[src/rtl/log_uart_streamer.sv]
// log_uart_streamer: dumps the whole log RAM in address order as UART frames on o_tx.
// Define LOG_STREAMER_PARITY_EN to send an even-parity bit between the data and stop bits.
module log_uart_streamer #(
    parameter int NB_ADDR      = 10,
    parameter int NB_DATA      = 8,
    parameter int CLKS_PER_BIT = 868
) (
    input  logic               clock,
    input  logic               i_reset,
    input  logic               i_start,
    input  logic               i_ram_full,
    output logic               o_ram_rd_en,
    output logic [NB_ADDR-1:0] o_ram_rd_addr,
    input  logic [NB_DATA-1:0] i_ram_rd_data,
    output logic               o_tx,
    output logic               o_busy,
    output logic               o_done
);
`ifdef LOG_STREAMER_PARITY_EN
    localparam int NB_FRAME = NB_DATA + 3;
`else
    localparam int NB_FRAME = NB_DATA + 2;
`endif
    localparam int NB_IDX  = $clog2(NB_FRAME);
    localparam int NB_BAUD = $clog2(CLKS_PER_BIT);
    typedef enum logic [2:0] {IDLE, READ, WAIT, LOAD, SHIFT, DONE} state_t;
    state_t state, state_next;
    logic start_prev, start_edge, bit_end, frame_end, last_addr, tx;
    logic [NB_BAUD-1:0] baud;
    logic [NB_IDX-1:0] bit_idx;
    logic [NB_ADDR-1:0] addr;
    // Start bit is driven directly at LOAD; the shift register holds the remaining frame bits.
    logic [NB_FRAME-2:0] shreg, frame;
`ifdef LOG_STREAMER_PARITY_EN
    assign frame = {1'b1, ^i_ram_rd_data, i_ram_rd_data};
`else
    assign frame = {1'b1, i_ram_rd_data};
`endif
    always_comb begin
        start_edge    = i_start & ~start_prev;
        bit_end       = baud == '0;
        frame_end     = bit_end && bit_idx == NB_IDX'(NB_FRAME - 1);
        last_addr     = addr == '1;
        o_ram_rd_en   = state == READ;
        o_busy        = state != IDLE;
        o_done        = state == DONE;
        o_ram_rd_addr = addr;
        o_tx          = tx;
        state_next    = state;
        case (state)
            IDLE:    state_next = (start_edge && i_ram_full) ? READ : IDLE;
            READ:    state_next = WAIT;
            WAIT:    state_next = LOAD;
            LOAD:    state_next = SHIFT;
            SHIFT:   state_next = frame_end ? (last_addr ? DONE : READ) : SHIFT;
            DONE:    state_next = IDLE;
            default: state_next = IDLE;
        endcase
    end
    always_ff @(posedge clock) begin
        if (i_reset) begin
            state      <= IDLE;
            start_prev <= 1'b0;
            baud       <= '0;
            bit_idx    <= '0;
            shreg      <= '1;
            addr       <= '0;
            tx         <= 1'b1;
        end else begin
            state      <= state_next;
            start_prev <= i_start;
            if (state == IDLE && start_edge && i_ram_full)
                addr <= '0;
            if (state == LOAD) begin
                shreg   <= frame;
                tx      <= 1'b0;
                baud    <= NB_BAUD'(CLKS_PER_BIT - 1);
                bit_idx <= '0;
            end
            if (state == SHIFT) begin
                if (!bit_end)
                    baud <= baud - 1'b1;
                else if (!frame_end) begin
                    shreg   <= {1'b1, shreg[NB_FRAME-2:1]};
                    tx      <= shreg[0];
                    baud    <= NB_BAUD'(CLKS_PER_BIT - 1);
                    bit_idx <= bit_idx + 1'b1;
                end else if (!last_addr)
                    addr <= addr + 1'b1;
            end
        end
    end
endmodule

[config.mk]
export PLATFORM = sky130hd
export DESIGN_NAME = log_uart_streamer
export DESIGN_NICKNAME = d
export VERILOG_FILES = /design/src/rtl/log_uart_streamer.sv
export SDC_FILE = /design/constraint.sdc
export NUM_CORES = 1
export LEC_CHECK = 0
export ABC_AREA = 1
export BUFFER_PORTS_ARGS = -buffer_cell sky130_fd_sc_hd__buf_2
export CAP_MARGIN = 5
export CORE_MARGIN = 3
export CORE_UTILIZATION = 55
export CTS_CLUSTER_DIAMETER = 200
export DETAILED_ROUTE_END_ITERATION = 7
export GPL_TIMING_DRIVEN = 1
export PLACE_DENSITY = 0.81
export RECOVER_POWER = 100
export SLEW_MARGIN = 25
export SYNTH_ARGS = -nofsm -noshare
export SYNTH_HDL_FRONTEND = slang
export SYNTH_SLANG_ARGS = --single-unit
[constraint.sdc]
create_clock -name clock -period 4.6 [get_ports clock]
set_clock_uncertainty 0.15 [all_clocks]
set_input_delay 0.92 -clock clock [delete_from_list [all_inputs] [get_ports clock]]
set_output_delay 0.92 -clock clock [all_outputs]
set_load 0.03 [all_outputs]
==> results of run 1 <==
==> metal layers <==
metal / wire [um] / global-route usage (%)
met5: 0 / 0
met3: 241 / 4.43
met4: 61 / 7.44
met2: 2120 / 36.3
met1: 2200 / 27.2
==> flip-flops by register name, summed over array words and instances (netlist names) <==
name           cells
shreg              9
baud              10
o_ram_rd_addr     10
o_tx               1
start_prev         1
bit_idx            4
state              3
==> cells by family (layout without fill, tap and decap cells) <==
group                      Yosys count  in the layout  share of synthesized area [%]
adders and majority gates            5              5                           2.97
DFF                                 38             38                           36.1
xor gates and xnor gates             5              5                           2.08
buffers and inverters               46             73                           8.61
and+or+nand+nor                    166            166                           37.3
AOI/OAI and AO/OA                   48             48                           13.0
==> worst max-delay path, cell delays in order (launching register included) <==
cell     delay (ps)
dfxtp_1         300
inv_1           120
ha_1            160
inv_1            30
nor2_1          270
nand3_2         130
nor3_1          450
nand3_1         430
nand2_1         270
a21oi_1          90
==> cells in the final DEF, fill, tap and decap left out, types with 3 or more instances in the layout <==
cell type	count
nand3_1	37
dfxtp_1	38
inv_1	38
clkbuf_8	8
nor2_2	3
buf_2	10
nand2_1	73
ha_1	5
clkbuf_1	15
a21oi_1	19
nor3_1	5
o21ai_0	20
nor2_4	3
nand4_1	4
nor2_1	34
xnor2_1	3
==> through the flow <==
stage                     setup WS (ps)  cells  power, uW
final                              2080    381        666
after global routing               1920    381        690
after CTS                          2290    381        674
after detailed placement           2320    373        407
after global placement             2350    373        406
after floorplan                    2620    308        392
==> power by group through the flow <==
stage / clock [uW] / combinational [uW] / sequential (uW)
after floorplan: 0 / 45.6 / 347
after global placement: 0 / 58.8 / 347
after detailed placement: 0 / 60.2 / 347
after CTS: 274 / 60.6 / 339
after global routing: 285 / 65.5 / 340
final: 269 / 57.9 / 339
==> area by class of cell <==
cell class	instances	area share, %
Sequential cell	38	32.9
Tap cell	46	2.49
Inverter	40	6.50
Timing Repair Buffer	25	4.60
Clock buffer	8	4.76
Multi-Input combinational cell	224	48.7
==> how the worst min path moves through the flow <==
stage                     to  slack [ps]  cells past startpoint
floorplan           shreg[8]         250                      2
global placement    shreg[8]         280                      2
detailed placement  shreg[8]         280                      2
CTS                 shreg[8]         300                      2
global route        shreg[8]         320                      2
finish              shreg[8]         300                      2
==> results.py, run 1 <==
metrics = {
    "outcome": {
        "status": "finished clean",
    },
    "grt": {
        "grt_pass1_vias": 1781,
        "track_usage_pct": 21.5,
        "grt_max_degree": 22,
        "grt_pass1_wl_mm": 7.63,
        "gr-total-overflow": 0,
        "antenna_found_initial": 0,
    },
    "power_and_ir_drop": {
        "ir_drop_uv": 248,
        "power.internal_uw": 504,
        "p_clk_share_pct": 40.4,
        "power.leakage_uw": 0.00106,
        "powerDensity_nw_per_um2": 288,
        "sw_frac_of_total_pct": 24.3,
        "p_comb_share_pct": 8.7,
        "power.share.sequential_pct": 50.9,
        "power.net_switching_uw": 162,
    },
    "drt": {
        "drtIter0Drc": 175,
        "route.detailed.wl_per_inst_um": 12.1,
        "firstDrtPassIters": 4,
        "viasPerCell": 5.34,
        "wirelength_mm": 4.62,
        "postRouteAntennaNets": 0,
        "drcViolationCount": 0,
        "via_count": 2035,
    },
    "synthesis": {
        "yosysWarnings": 0,
        "synth_edf_count": 0,
        "syn_avg_cell_area_um2": 6.85,
        "async_reset_ff_share_pct": 0,
        "yosysUniqueCellTypes": 33,
        "syn_nets": 325,
        "synth_top_cell_area_share_pct": 36.1,
        "ys_top_cells_by_area": "dfxtp_1 36%, nand2_1 13%, nand3_1 8.5%",
        "synth_common_cells": "72 x nand2_1, 38 x dfxtp_1, 38 x inv_1, 36 x nand3_1, 33 x nor2_1",
        "yosysTopAreaCell": "dfxtp_1",
        "synthCells": 308,
        "ys_seq_area_share_pct": 36.1,
        "yosys.cell_count.top_type": "nand2_1",
        "ys.flop_type": "dfxtp_1",
        "netlist_area_um2": 2110,
        "synth_seq_cells": 38,
    },
    "floorplan": {
        "io_pins": 26,
        "start_util_pct": 59.9,
        "rows": 21,
        "die_w_um": 67.9,
        "chipHeight_um": 67.9,
        "coreArea_um2": 3520,
        "dieArea_um2": 4610,
    },
    "setup_path": {
        "cp-end-kind": "flip-flop",
        "arrival_ps": 2550,
        "cp-start-kind": "flip-flop",
        "cp-startpoint": "baud[0]",
        "ff2ff_setup_slack_ps": 2080,
        "critPathKind": "reg2reg",
        "crit-reg2reg-capture": "o_ram_rd_addr[6]",
        "r2r_cells": 9,
        "cp.required_ps": 4630,
        "cp-endpoint": "o_ram_rd_addr[6]",
        "worst_r2r_startpoint": "baud[0]",
        "worstPathMaxFanout": 9,
    },
    "final_layout": {
        "regArea_um2": 761,
        "finish.net_count": 351,
        "utilization_pct": 65.6,
        "multi_input_area_um2": 1130,
        "drive_gt1_share_pct": 9.55,
        "fin_area_um2": 2310,
        "area_delta_synth_final_pct": 9.61,
        "fillers": 362,
        "diodes": 0,
    },
    "clock_tree": {
        "path_clk_slew_ps": 80,
        "cts_tree": "built",
        "cts-hold-fix-buffers": 0,
        "root_buffer": "clkbuf_8",
        "cts_resized": 0,
        "insertion_delay_ps": 300,
        "numClockSinks": 38,
        "cts_max_level": 2,
        "cts_inserted_buffers": 5,
        "clk_path_buf_depth": 2,
        "post-cts-setup-buffers": 0,
    },
    "place": {
        "postPlaceCellArea_um2": 2260,
        "dp_hpwl_mm": 3.40,
        "routabilityCongestion": 0.913,
        "port_buffers": 25,
    },
    "sta": {
        "worstMarginPinSlew_ps": 818,
        "max_freq_ghz": 0.396,
        "drv_slew": 0,
        "finalSetupViolCount": 0,
        "fin_crit_sh_pct": 54.9,
        "maxSlewHeadroom_pct": 45.5,
        "rsz0062_at_grt": "false",
        "finalHoldViolations": 0,
        "finalWorstPathRequiredPeriod_ps": 2520,
        "fin_hold_ws_ps": 296,
        "setup_tns_ps": 0,
    },
    "worst_hold_path": {
        "hp-class": "reg2reg",
        "hp-start": "shreg[8]",
    },
    "flow_run": {
        "drv_cap": 0,
    },
}
Power figures use the tool's default switching activity.
==> run 2: changes to the inputs <==
--- a/config.mk
+++ b/config.mk
@@ -9,11 +9,11 @@
 export BUFFER_PORTS_ARGS = -buffer_cell sky130_fd_sc_hd__buf_2
 export CAP_MARGIN = 5
 export CORE_MARGIN = 3
-export CORE_UTILIZATION = 55
+export CORE_UTILIZATION = 52
 export CTS_CLUSTER_DIAMETER = 200
 export DETAILED_ROUTE_END_ITERATION = 7
 export GPL_TIMING_DRIVEN = 1
-export PLACE_DENSITY = 0.81
+export PLACE_DENSITY = 0.8
 export RECOVER_POWER = 100
 export SLEW_MARGIN = 25
 export SYNTH_ARGS = -nofsm -noshare
==> constraint.sdc (replaced) <==
create_clock -name clock -period 2.2 [get_ports clock]
set_clock_uncertainty 0.15 [all_clocks]
set_input_delay 0.44 -clock clock [delete_from_list [all_inputs] [get_ports clock]]
set_output_delay 0.44 -clock clock [all_outputs]
set_load 0.03 [all_outputs]
==> run 2 against run 1 <==
Effect of this change:
- clock-buffer cell count decreased by 2
- routed wire length increased by 8.9%
- via count increased by 1.2%
- combinational power increased by 120%
- non-clock buffer count increased by 3
- critical path depth decreased by 1
- design area increased by 3.1%
- utilization decreased by 2.4 points
- first-iteration DRC count increased by 6.3%
- global-route usage increased by 0.48 points
- critical endpoint is now o_ram_rd_addr[7]
==> results.py, run 2 (same netlist as run 1, synthesis figures left out) <==
metrics = {
    "outcome": {
        "status": "finished clean",
    },
    "place": {
        "routabilityCongestion": 0.909,
        "dp_hpwl_mm": 3.61,
        "port_buffers": 25,
        "postPlaceCellArea_um2": 2280,
    },
    "drt": {
        "wirelength_mm": 5.03,
        "firstDrtPassIters": 5,
        "postRouteAntennaNets": 0,
        "viasPerCell": 5.33,
        "via_count": 2059,
        "drcViolationCount": 0,
        "drtIter0Drc": 186,
        "route.detailed.wl_per_inst_um": 13.0,
    },
    "final_layout": {
        "drive_gt1_share_pct": 10.1,
        "fillers": 359,
        "finish.net_count": 354,
        "layout_commonest_cell": "nand2_1",
        "regArea_um2": 761,
        "final_cell_mix": "74 x nand2_1, 39 x inv_1, 38 x nand3_1, 38 x dfxtp_1, 34 x nor2_1",
        "area_delta_synth_final_pct": 13.1,
        "multi_input_area_um2": 1140,
        "fin_area_um2": 2380,
        "diodes": 0,
    },
    "floorplan": {
        "io_pins": 26,
        "chipHeight_um": 69.7,
        "coreArea_um2": 3770,
        "die_w_um": 69.7,
        "rows": 22,
        "start_util_pct": 55.9,
        "dieArea_um2": 4850,
    },
    "power_and_ir_drop": {
        "ir_drop_uv": 346,
        "powerDensity_nw_per_um2": 662,
        "power.leakage_uw": 0.00109,
    },
    "worst_hold_path": {
        "hp-start": "i_start",
        "min_to": "start_prev",
        "hp-class": "in2reg",
        "hold-path-cell-count": 3,
    },
    "clock_tree": {
        "cts_resized": 0,
        "insertion_delay_ps": 300,
        "post-cts-setup-buffers": 0,
        "cts_inserted_buffers": 5,
        "clk_path_buf_depth": 2,
        "cts_tree": "built",
        "numClockSinks": 38,
        "cts_max_level": 2,
        "cts-hold-fix-buffers": 0,
        "root_buffer": "clkbuf_8",
        "path_clk_slew_ps": 80,
    },
    "sta": {
        "finalWorstPathRequiredPeriod_ps": 1970,
        "fin_hold_ws_ps": 210,
        "max_freq_ghz": 0.507,
        "drv_slew": 0,
        "rsz0062_at_grt": "false",
        "maxSlewHeadroom_pct": 40.1,
        "setup_tns_ps": 0,
        "finalHoldViolations": 0,
        "fin_crit_sh_pct": 89.7,
        "finalSetupViolCount": 0,
        "worstMarginPinSlew_ps": 899,
    },
    "grt": {
        "grt_pass1_vias": 1862,
        "grt_max_degree": 19,
        "gr-total-overflow": 0,
        "antenna_found_initial": 0,
        "track_usage_pct": 22.0,
        "grt_pass1_wl_mm": 8.69,
    },
    "setup_path": {
        "cp-start-kind": "flip-flop",
        "crit-reg2reg-capture": "o_ram_rd_addr[7]",
        "worstPathMaxFanout": 7,
        "cp-end-kind": "flip-flop",
        "arrival_ps": 2030,
        "cp.required_ps": 2250,
        "worst_r2r_startpoint": "bit_idx[0]",
        "ff2ff_setup_slack_ps": 230,
        "r2r_cells": 8,
        "critPathKind": "reg2reg",
    },
    "flow_run": {
        "drv_cap": 0,
    },
}
-- run 2: cell count changes in the layout (fill, tap and decap cells not counted), sizes merged --
cell    previous run  this run
buf               10        13
bufinv             0         2
clkbuf            23        21
-- run 2: routing by layer --
metal  wire length (um)  vias to the layer above  GRT usage, %
met5                  0                        -             0
met4                 42                        0          7.02
met3                215                        6          4.64
met2               2500                       59          37.0
met1               2280                      941          28.1
li1                   -                     1053             -
-- run 2: stage by stage --
step	utilization, %	cells	worst slack, ps	total power, uW
floorplan	-	308	413	820
global placement	60.6	378	357	854
detailed placement	60.6	378	317	856
CTS	64.4	386	285	1590
global route	63.2	386	53.1	1630
finish	63.2	386	226	1580
-- run 2: layout make-up --
class / count / area share (%)
timing repair buffer: 28 / 5.41
clock buffer: 6 / 3.46
inverter: 40 / 6.30
sequential: 38 / 31.9
tap: 48 / 2.52
multi-input combinational: 224 / 47.9
clock inverter: 2 / 2.52
-- run 2: power by group --
group	switching [uW]	leakage (uW)	total (uW)	internal, uW
logic	86.4	0.000709	127	40.7
clock network	257	0.0000714	741	484
registers	10.6	0.000307	710	699
-- run 2: worst max-delay path: stages (launching register included) --
cell and delay [ps]:
dfxtp_1 400, ha_1 230, nand3_4 110, inv_1 200, nand3_1 160, nor2_2 270, nand4_1 180, nand2_1 120
nor2_1 50
-- run 2: worst max path at each step --
stage          slack, ps        startpoint  cells after the start          endpoint
3_5_place_dp         320           baud[0]                      9  o_ram_rd_addr[8]
3_3_place_gp         360           baud[0]                     10  o_ram_rd_addr[8]
4_1_cts              280           baud[0]                     10  o_ram_rd_addr[7]
5_1_grt               50           baud[0]                     10  o_ram_rd_addr[2]
2_1_floorplan        410  o_ram_rd_addr[0]                      8  o_ram_rd_addr[0]
6_report             230        bit_idx[0]                      8  o_ram_rd_addr[7]
